<file path="src/rtl/tty_pkg.sv">
// Shared constants, source indices and FSM state types for the TTY character arbiter.
package tty_pkg;

  localparam int unsigned CHAR_W  = 8;
  localparam int unsigned NUM_SRC = 3;
  localparam int unsigned SRC_CPU = 0;
  localparam int unsigned SRC_KB  = 1;
  localparam int unsigned SRC_RX  = 2;

  typedef enum logic [1:0] {V_IDLE, V_ISSUE, V_HOLD} vga_state_t;
  typedef enum logic [1:0] {T_IDLE, T_START, T_WAIT} tx_state_t;

  // Next source index in round-robin order (wraps after the last source).
  function automatic logic [1:0] src_next(input logic [1:0] src);
    return (src == 2'(NUM_SRC - 1)) ? 2'd0 : src + 2'd1;
  endfunction

endpackage

</file>
<file path="src/rtl/tty_key_fifo.sv">
// Synchronous keystroke FIFO with first-word-fall-through head, empty/full flags and a
// drop indication for pushes that arrive while full.
module tty_key_fifo
  import tty_pkg::*;
#(
  parameter int unsigned       FIFO_DEPTH = 16,
  parameter logic [CHAR_W-1:0] EMPTY_CHAR = 8'hFF
) (
  input  logic              clk_50mhz,
  input  logic              rst,
  input  logic              push,
  input  logic [CHAR_W-1:0] push_data,
  input  logic              pop,
  output logic [CHAR_W-1:0] head,
  output logic              empty,
  output logic              full,
  output logic              drop
);

  localparam int unsigned PtrW = $clog2(FIFO_DEPTH);

  logic [CHAR_W-1:0] mem_q [FIFO_DEPTH];
  logic [PtrW-1:0]   wr_ptr_q;
  logic [PtrW-1:0]   rd_ptr_q;
  logic [PtrW:0]     count_q;
  logic              do_push;
  logic              do_pop;

  assign empty   = (count_q == '0);
  assign full    = (count_q == (PtrW + 1)'(FIFO_DEPTH));
  assign do_push = push && !full;
  assign do_pop  = pop && !empty;
  assign drop    = push && full;
  assign head    = empty ? EMPTY_CHAR : mem_q[rd_ptr_q];

  always_ff @(posedge clk_50mhz) begin
    if (do_push) begin
      mem_q[wr_ptr_q] <= push_data;
    end
  end

  always_ff @(posedge clk_50mhz) begin
    if (rst) begin
      wr_ptr_q <= '0;
      rd_ptr_q <= '0;
      count_q  <= '0;
    end else begin
      if (do_push) begin
        wr_ptr_q <= wr_ptr_q + 1'b1;
      end
      if (do_pop) begin
        rd_ptr_q <= rd_ptr_q + 1'b1;
      end
      if (do_push && !do_pop) begin
        count_q <= count_q + 1'b1;
      end else if (!do_push && do_pop) begin
        count_q <= count_q - 1'b1;
      end
    end
  end

endmodule

</file>
<file path="src/rtl/tty_char_arbiter.sv">
// Shares the VGA text writer among CPU, keyboard and UART RX sources and buffers keystrokes.
// Define TTY_LOCAL_ECHO_EN to echo keyboard characters to the UART transmitter.
module tty_char_arbiter
  import tty_pkg::*;
#(
  parameter int unsigned       FIFO_DEPTH = 16,
  parameter int unsigned       VM_GAP     = 2,
  parameter logic [CHAR_W-1:0] EMPTY_CHAR = 8'hFF
) (
  input  logic               clk_50mhz,
  input  logic               rst,
  input  logic               cpu_wr,
  input  logic [CHAR_W-1:0]  cpu_wdata,
  input  logic               cpu_rd,
  output logic [CHAR_W-1:0]  cpu_rdata,
  input  logic               kb_valid,
  input  logic [CHAR_W-1:0]  kb_ascii,
  input  logic               rx_ready,
  input  logic [CHAR_W-1:0]  rx_data,
  output logic               vm_write,
  output logic [CHAR_W-1:0]  vm_data,
  input  logic               vm_busy,
  output logic               tx_start,
  output logic [CHAR_W-1:0]  tx_data,
  input  logic               tx_busy,
  output logic [NUM_SRC-1:0] overrun,
  output logic               fifo_empty,
  output logic               fifo_full
);

  localparam int unsigned GapW = $clog2(VM_GAP + 2);

  logic [NUM_SRC-1:0]             src_stb;
  logic [NUM_SRC-1:0][CHAR_W-1:0] src_data;
  logic [NUM_SRC-1:0]             slot_v_q;
  logic [NUM_SRC-1:0][CHAR_W-1:0] slot_d_q;
  logic [NUM_SRC-1:0]             slot_grant;
  logic [NUM_SRC-1:0]             slot_drop;
  logic [NUM_SRC-1:0]             kb_extra_drop;
  logic [NUM_SRC-1:0]             overrun_q;
  logic [1:0]                     rr_ptr_q;
  logic [1:0]                     grant_idx;
  logic [1:0]                     cand;
  logic                           grant_vld;
  vga_state_t                     vga_state_q;
  vga_state_t                     vga_state_d;
  logic [GapW-1:0]                gap_q;
  logic                           gap_done;
  logic [CHAR_W-1:0]              vm_data_q;
  logic                           fifo_drop;
  logic                           echo_drop;

  always_comb begin
    src_stb           = '0;
    src_data          = '0;
    src_stb[SRC_CPU]  = cpu_wr;
    src_stb[SRC_KB]   = kb_valid;
    src_stb[SRC_RX]   = rx_ready;
    src_data[SRC_CPU] = cpu_wdata;
    src_data[SRC_KB]  = kb_ascii;
    src_data[SRC_RX]  = rx_data;
  end

  // Round-robin search over pending slots, starting at rr_ptr_q; only grants while idle.
  always_comb begin
    grant_vld = 1'b0;
    grant_idx = rr_ptr_q;
    cand      = rr_ptr_q;
    for (int unsigned k = 0; k < NUM_SRC; k++) begin
      if (!grant_vld && slot_v_q[cand]) begin
        grant_vld = 1'b1;
        grant_idx = cand;
      end
      cand = src_next(cand);
    end
    if (vga_state_q != V_IDLE) begin
      grant_vld = 1'b0;
    end
  end

  always_comb begin
    slot_grant    = '0;
    slot_drop     = '0;
    kb_extra_drop = '0;
    for (int unsigned i = 0; i < NUM_SRC; i++) begin
      slot_grant[i] = grant_vld && (grant_idx == 2'(i));
      slot_drop[i]  = src_stb[i] && slot_v_q[i] && !slot_grant[i];
    end
    kb_extra_drop[SRC_KB] = fifo_drop || echo_drop;
  end

  // A strobe on the grant cycle refills the slot, so it simply stays valid.
  always_ff @(posedge clk_50mhz) begin
    if (rst) begin
      slot_v_q  <= '0;
      slot_d_q  <= '0;
      overrun_q <= '0;
    end else begin
      for (int unsigned i = 0; i < NUM_SRC; i++) begin
        if (src_stb[i] && !slot_drop[i]) begin
          slot_v_q[i] <= 1'b1;
          slot_d_q[i] <= src_data[i];
        end else if (slot_grant[i]) begin
          slot_v_q[i] <= 1'b0;
        end
      end
      overrun_q <= overrun_q | slot_drop | kb_extra_drop;
    end
  end

  // VGA FSM.
  always_ff @(posedge clk_50mhz) begin
    if (rst) begin
      vga_state_q <= V_IDLE;
    end else begin
      vga_state_q <= vga_state_d;
    end
  end

  assign gap_done = (32'(gap_q) + 32'd1) >= VM_GAP;

  always_comb begin
    vga_state_d = vga_state_q;
    unique case (vga_state_q)
      V_IDLE:  if (grant_vld) vga_state_d = V_ISSUE;
      V_ISSUE: vga_state_d = V_HOLD;
      V_HOLD:  if (gap_done && !vm_busy) vga_state_d = V_IDLE;
      default: vga_state_d = V_IDLE;
    endcase
  end

  always_comb begin
    vm_write = (vga_state_q == V_ISSUE);
  end

  always_ff @(posedge clk_50mhz) begin
    if (rst) begin
      gap_q     <= '0;
      vm_data_q <= '0;
      rr_ptr_q  <= '0;
    end else begin
      if (grant_vld) begin
        vm_data_q <= slot_d_q[grant_idx];
        rr_ptr_q  <= src_next(grant_idx);
      end
      if (vga_state_q != V_HOLD) begin
        gap_q <= '0;
      end else if (!gap_done) begin
        gap_q <= gap_q + 1'b1;
      end
    end
  end

  assign vm_data = vm_data_q;
  assign overrun = overrun_q;

  tty_key_fifo #(
    .FIFO_DEPTH(FIFO_DEPTH),
    .EMPTY_CHAR(EMPTY_CHAR)
  ) u_key_fifo (
    .clk_50mhz(clk_50mhz),
    .rst      (rst),
    .push     (kb_valid),
    .push_data(kb_ascii),
    .pop      (cpu_rd),
    .head     (cpu_rdata),
    .empty    (fifo_empty),
    .full     (fifo_full),
    .drop     (fifo_drop)
  );

`ifdef TTY_LOCAL_ECHO_EN
  logic              echo_v_q;
  logic [CHAR_W-1:0] echo_d_q;
  logic              echo_grant;
  logic [CHAR_W-1:0] tx_data_q;
  tx_state_t         tx_state_q;
  tx_state_t         tx_state_d;

  assign echo_grant = (tx_state_q == T_IDLE) && echo_v_q;
  assign echo_drop  = kb_valid && echo_v_q && !echo_grant;

  always_ff @(posedge clk_50mhz) begin
    if (rst) begin
      echo_v_q  <= 1'b0;
      echo_d_q  <= '0;
      tx_data_q <= '0;
    end else begin
      if (kb_valid && !echo_drop) begin
        echo_v_q <= 1'b1;
        echo_d_q <= kb_ascii;
      end else if (echo_grant) begin
        echo_v_q <= 1'b0;
      end
      if (echo_grant) begin
        tx_data_q <= echo_d_q;
      end
    end
  end

  always_ff @(posedge clk_50mhz) begin
    if (rst) begin
      tx_state_q <= T_IDLE;
    end else begin
      tx_state_q <= tx_state_d;
    end
  end

  always_comb begin
    tx_state_d = tx_state_q;
    unique case (tx_state_q)
      T_IDLE:  if (echo_v_q) tx_state_d = T_START;
      T_START: tx_state_d = T_WAIT;
      T_WAIT:  if (!tx_busy) tx_state_d = T_IDLE;
      default: tx_state_d = T_IDLE;
    endcase
  end

  always_comb begin
    tx_start = (tx_state_q == T_START);
  end

  assign tx_data = tx_data_q;
`else
  logic unused_tx_busy;

  assign unused_tx_busy = tx_busy;
  assign echo_drop      = 1'b0;
  assign tx_start       = 1'b0;
  assign tx_data        = '0;
`endif

endmodule
</file>
<file path="config.mk">
export PLATFORM = sky130hd
export DESIGN_NAME = tty_char_arbiter
export DESIGN_NICKNAME = d
export VERILOG_FILES = /design/src/rtl/tty_pkg.sv /design/src/rtl/tty_key_fifo.sv /design/src/rtl/tty_char_arbiter.sv
export SDC_FILE = /design/constraint.sdc
export NUM_CORES = 1
export LEC_CHECK = 0
export ABC_AREA = 1
export BUFFER_PORTS_ARGS = -buffer_cell sky130_fd_sc_hd__buf_4
export CAP_MARGIN = 10
export CORE_MARGIN = 1.5
export CORE_UTILIZATION = 30
export DETAILED_ROUTE_END_ITERATION = 10
export PLACE_DENSITY = 0.46
export SLEW_MARGIN = 20
export SYNTH_ARGS = -nofsm -noshare
export SYNTH_HDL_FRONTEND = slang
export SYNTH_HIERARCHICAL = 1
export SYNTH_SLANG_ARGS = --single-unit
</file>
<file path="constraint.sdc">
create_clock -name clk_50mhz -period 4.8 [get_ports clk_50mhz]
set_clock_uncertainty 0.05 [all_clocks]
set_input_delay 0.96 -clock clk_50mhz [delete_from_list [all_inputs] [get_ports clk_50mhz]]
set_output_delay 0.96 -clock clk_50mhz [all_outputs]
set_load 0.005 [all_outputs]
</file>
## Word-level counts from Yosys, hierarchy flattened

Memories as Yosys holds them, arrays and structs flattened. A register that Yosys moved wholly into a read port is not among the register bits.
Cells that the tools add are included.

- Reduce and logical (&&, ||, !) cells: 43
- Multiplexer cells: 33
- $lt $le $gt $ge: 5
- Bitwise logic cells: 2
- Equality and inequality tests: 10
- Add/sub/neg operators: 9

Operator list:

| cell | count |
|---|---|
| logical AND 1 bit | 20 |
| binary-select mux 8 bit (select 2 bit) | 1 |
| 2-to-1 mux 8 bit | 2 |
| 2-to-1 mux 1 bit | 15 |
| 2-to-1 mux 2 bit | 7 |
| zero test 1 bit | 13 |
| less-than comparator 2 x 3 -> 1 bit, second input constant | 4 |
| 2-to-1 mux 5 bit | 2 |
| nonzero test 2 bit | 5 |
| adder 2 x 1 -> 2 bit, second input constant | 4 |
| adder 4 x 1 -> 4 bit, second input constant | 2 |
| equality test 2 bit, second input constant | 4 |
| 2-to-1 mux 4 bit | 2 |
| binary-select mux 1 bit (select 2 bit) | 3 |
| != test 2 bit, second input constant | 3 |
| case mux 2 bit (3 select lines) | 1 |
| adder 5 x 1 -> 5 bit, second input constant | 1 |
| equality test 5 bit, second input constant | 1 |
| zero test 5 bit | 1 |
| subtractor 5 x 1 -> 5 bit, second input constant | 1 |
| equality test 2 x 1 -> 1 bit, second input constant | 2 |
| zero test 2 bit | 2 |
| adder 2 x 1 -> 3 bit, second input constant | 1 |
| greater-or-equal comparator 3 x 2 -> 1 bit, second input constant | 1 |
| other kinds (4) | 4 |

- Word-level logic and storage cells: 117
- Output and inout port bits: 31
- Input port bits: 32
- Bits in writable memories: 128
- Bits in registers: 57
- Memories: 1

Memories:

| name | words | width | rd ports | clocked after Yosys merged registers in | write ports | RTL line | RTL |
|---|---|---|---|---|---|---|---|
| u_key_fifo.mem_q | 16 | 8 | 1 | 1 | 1 | tty_key_fifo.sv:22 | `logic [CHAR_W-1:0] mem_q [FIFO_DEPTH];` |

## Longest topological paths before layout

- Word-level depth: 16
- Depth in mapped cells: 16
- Mapped depth without buffers: 14

## By module

The synthesis kept the hierarchy.

By module, submodules not included:

| module | sequential area each (sq um) | area an instance (sq um) | cells an instance | times used |
|---|---|---|---|---|
| tty_key_fifo | 4184.0 | 6417.4 | 639 | 1 |
| tty_char_arbiter | 880.8 | 2608.8 | 359 | 1 |

## Worst setup path before layout

OpenSTA, ideal clock, no wires.

- Path kind: input-to-reg
- Start point: in kb_valid
- End point: reg u_key_fifo.count_q[4]
- Path slack: 2.407 ns
- Library setup time: 0.070 ns
- Required time: 4.680 ns
- Stages: 11
- Arrival time: 2.273 ns
- Path buffers: 0
- Cells stage by stage: nand2_2 > inv_4 > ha_1 > inv_1 > ha_1 > or2_2 > nand2_1 > nand2_1 > nand2_1 > nand2_1 > a21oi_1

- Cells in the longest elaborated chain, start to end: 4
- Elaborated cells between the ends (all ways): 6
- Those cells by class: mux (1); reduce/logical (5)

Ends and longest elaborated chain:

| element | RTL line | RTL |
|---|---|---|
| start, declared | tty_char_arbiter.sv:16 | `input logic kb_valid,` |
| logical AND 1 bit * | tty_key_fifo.sv:31 | `assign do_push = push && !full;` |
| named net u_key_fifo.do_push | tty_key_fifo.sv:26 | `logic do_push;` |
| zero test 1 bit | tty_key_fifo.sv:56 | `end else if (!do_push && do_pop) begin` |
| logical AND 1 bit | tty_key_fifo.sv:56 |  |
| nonzero test 2 bit (no source line) | n/a |  |
| end signal, assigned | tty_key_fifo.sv:55 | `count_q <= count_q + 1'b1;` |
| end signal, assigned | tty_key_fifo.sv:57 | `count_q <= count_q - 1'b1;` |
| end, declared | tty_key_fifo.sv:25 | `logic [PtrW:0] count_q;` |

The timed path passes the listed nets; every way through them passes the cells marked *.
A chain may end at the register's enable or synchronous reset.

==> results.cfg <==
[placement]
post-dp-hpwl_um = 13200
pre_cts_ws_ns = 1.77
port_buffers = 52
gp_congestion = 0.810

[timing]
setup_viol = 0
max_freq_mhz = 295
max-slew-margin-rel_pct = 41.0
fin_tns_setup_ns = 0
hold_viol = 0
post-route-period-util_pct = 70.7
rsz0062_at_grt = no
fin_ws_ns = 1.41
slew_viol_final = 0
max_slew.worst_pin.slew_ns = 0.884
period_minus_slack_ns = 3.39

[global_routing]
groute.layer.met2.usage_pct = 23.0
top_usage_layer = met2
grt_pass1_wl_um = 33000
grt_overflow = 0
antenna_found_initial = 0
grt_max_degree = 65
track_usage_pct = 14.0
use_met1_pct = 18.7
met3_usage_pct = 2.63
first_global_vias = 5969

[detailed_routing]
drc_errors = 0
routedWlPerCell_um = 14.4
drt_iter0_markers = 397
drt_first_pass_iters = 5
viasPerCell = 4.37
vias = 6265
totalWireLength_um = 20600
ant_nets = 0

[critical_path]
cp_cell_sequence = inv_2, buf_4, nand2_1, nand3_1, nand3_1, nand3_1, nand3_1, buf_4
slowest_stage = inv_2
cp_max_fo = 43
crit_required_ns = 3.79
arrival_ns = 2.38
max_stage_delay_ns = 0.56
crit_family = buffers and inverters
start_kind = register
crit_buf_inv = 3
cp-end-kind = output port
crit_top_cell = nand3_1
crit_type = register to output port

[cts]
clk_latency_ns = 0.43
post_cts_buffers = 0
postCtsHoldBufs = 0
cts_max_path_buffers = 2
clock-sinks = 189
cts_tree = built
clockRootBuffer = clkbuf_16
cts.reportedPaths.clkPinSlew_ns = 0.07
cts_buffers = 17
htreeDepth = 4
cts_resized = 0

[yosys]
syn_avg_cell_area_um2 = 9.04
yosysTopAreaCell = edfxtp_1
synth_flop_cell = edfxtp_1
synth_common_cells = 307 x nand2_1, 130 x inv_1, 128 x edfxtp_1, 128 x nand3_1
netlist_instances = 998
synth_edf_count = 128
yosysTopAreaCellShare_pct = 42.6
synth-seq-area-share_pct = 56.1
synth_async_sr_flop_share_pct = 0
synthesis.area_um2 = 9030
synthTopCellsByArea = edfxtp_1 43%, dfxtp_1 14%, nand2_1 13%
ys_types = 38
ys_ff_latch = 189
synth_most_common_cell = nand2_1
yosysWarnings = 6

[run]
cap_violations = 0

[power_and_ir_drop]
ir_drop_v = 0.000250
power_uw = 5260
power-per-cell-area_nw_per_um2 = 514
p_leak_uw = 0.00440

[floorplan]
chipWidth_um = 176
initial_core_util_pct = 30.5
die_y_um = 176
core.rowCount = 63
io_pins = 63
die-area_um2 = 31100
design.core.area_um2 = 29600

[cells_and_area]
drive_above_1_share_pct = 14.8
nNetsFinal = 1074
multiInputGateArea_um2 = 3100
diodes = 0
final_core_util_pct = 34.5
fillers = 3133
seq_area_um2 = 5070
area_delta_synth_final_pct = 13.3

[run_status]
outcome = finished, final reports clean

[min_path]
min_path_type = register to register
metal layers:
metal	part of all wire, %	vias to the layer above
li1	-	3251
met1	48	2897
met2	47	98
met3	3.3	19
met4	1.5	0
met5	0	-
kinds of logic (layout without fill, tap and decap cells):
| family | after synthesis | after routing | synth area share (%) |
|---|---|---|---|
| AOI/OAI and AO/OA | 58 | 58 | 3.99 |
| buffers and inverters | 190 | 228 | 9.90 |
| xor gates and xnor gates | 7 | 7 | 0.679 |
| other | 1 | 9 | 0.0415 |
| and+or+nand+nor | 542 | 542 | 27.7 |
| DFF | 189 | 189 | 56.1 |
| adders and majority gates | 11 | 11 | 1.61 |
report_power, final:
group / leakage [uW] / internal [uW] / total [uW] / switching (uW)
sequential: 0.00166 / 1870 / 1980 / 105
clock: 0.000293 / 885 / 1490 / 606
combinational: 0.00244 / 620 / 1790 / 1170
total: 0.00440 / 3380 / 5260 / 1880
final cells by class:
type	count	share of cell area, %
Clock inverter	11	1.63
Inverter	138	5.09
Tap cell	390	4.77
Timing Repair Buffer	58	4.26
Clock buffer	21	4.41
Sequential cell	189	49.5
Multi-Input combinational cell	627	30.3
metrics by stage:
stage / hold WS (ns) / area (um2) / std cells
2_1_floorplan: 0.397 / 9060 / 1006
5_1_grt: 0.427 / 10200 / 1434
4_1_cts: 0.410 / 10200 / 1434
6_report: 0.404 / 10200 / 1434
3_5_place_dp: 0.399 / 9610 / 1402
3_3_place_gp: 0.394 / 9610 / 1402
registers in the layout, indices dropped and copies added, names as in the netlist, 3 cells and up, named ones only:
| name | flops |
|---|---|
| u_key_fifo/mem_q | 128 |
| vm_data | 8 |
| u_key_fifo/rd_ptr_q | 4 |
| u_key_fifo/wr_ptr_q | 4 |
| slot_v_q | 3 |
| u_key_fifo/count_q | 5 |
| overrun | 3 |
| slot_d_q | 24 |
worst min-delay path: cells and delay by family, from the launching register on:
| family | cells | cell delay [ns] |
|---|---|---|
| buffers and inverters | 1 | 0.05 |
| AOI/OAI and AO/OA | 1 | 0.05 |
| DFF | 1 | 0.31 |
final timing paths:
| kind | start | end | slack [ns] | depth (start not counted) |
|---|---|---|---|---|
| setup reg to reg | u_key_fifo/count_q[0] | u_key_fifo/count_q[4] | 2.47 | 13 |
| setup / recovery | register | cpu_rdata[2] | 1.41 | 8 |
| hold / removal | overrun[0] | overrun[0] | 0.40 | 2 |
| hold reg to reg | overrun[0] | overrun[0] | 0.40 | 2 |
layout by cell type, fill, tap and decap left out, drive strengths merged:
cell type	n
nand3	141
ha	10
nand2	321
xor2	5
bufinv	4
nor3	1
inv	138
clkinv	4
a21oi	45
nor2	72
nand4	5
xnor2	2
clkinvlp	3
conb	9
a211oi	1
clkbuf	21
dfxtp	61
or2	2
fa	1
buf	58
o21ai	6
o22ai	5
a31oi	1
edfxtp	128
(Power assumes the default switching activity.)
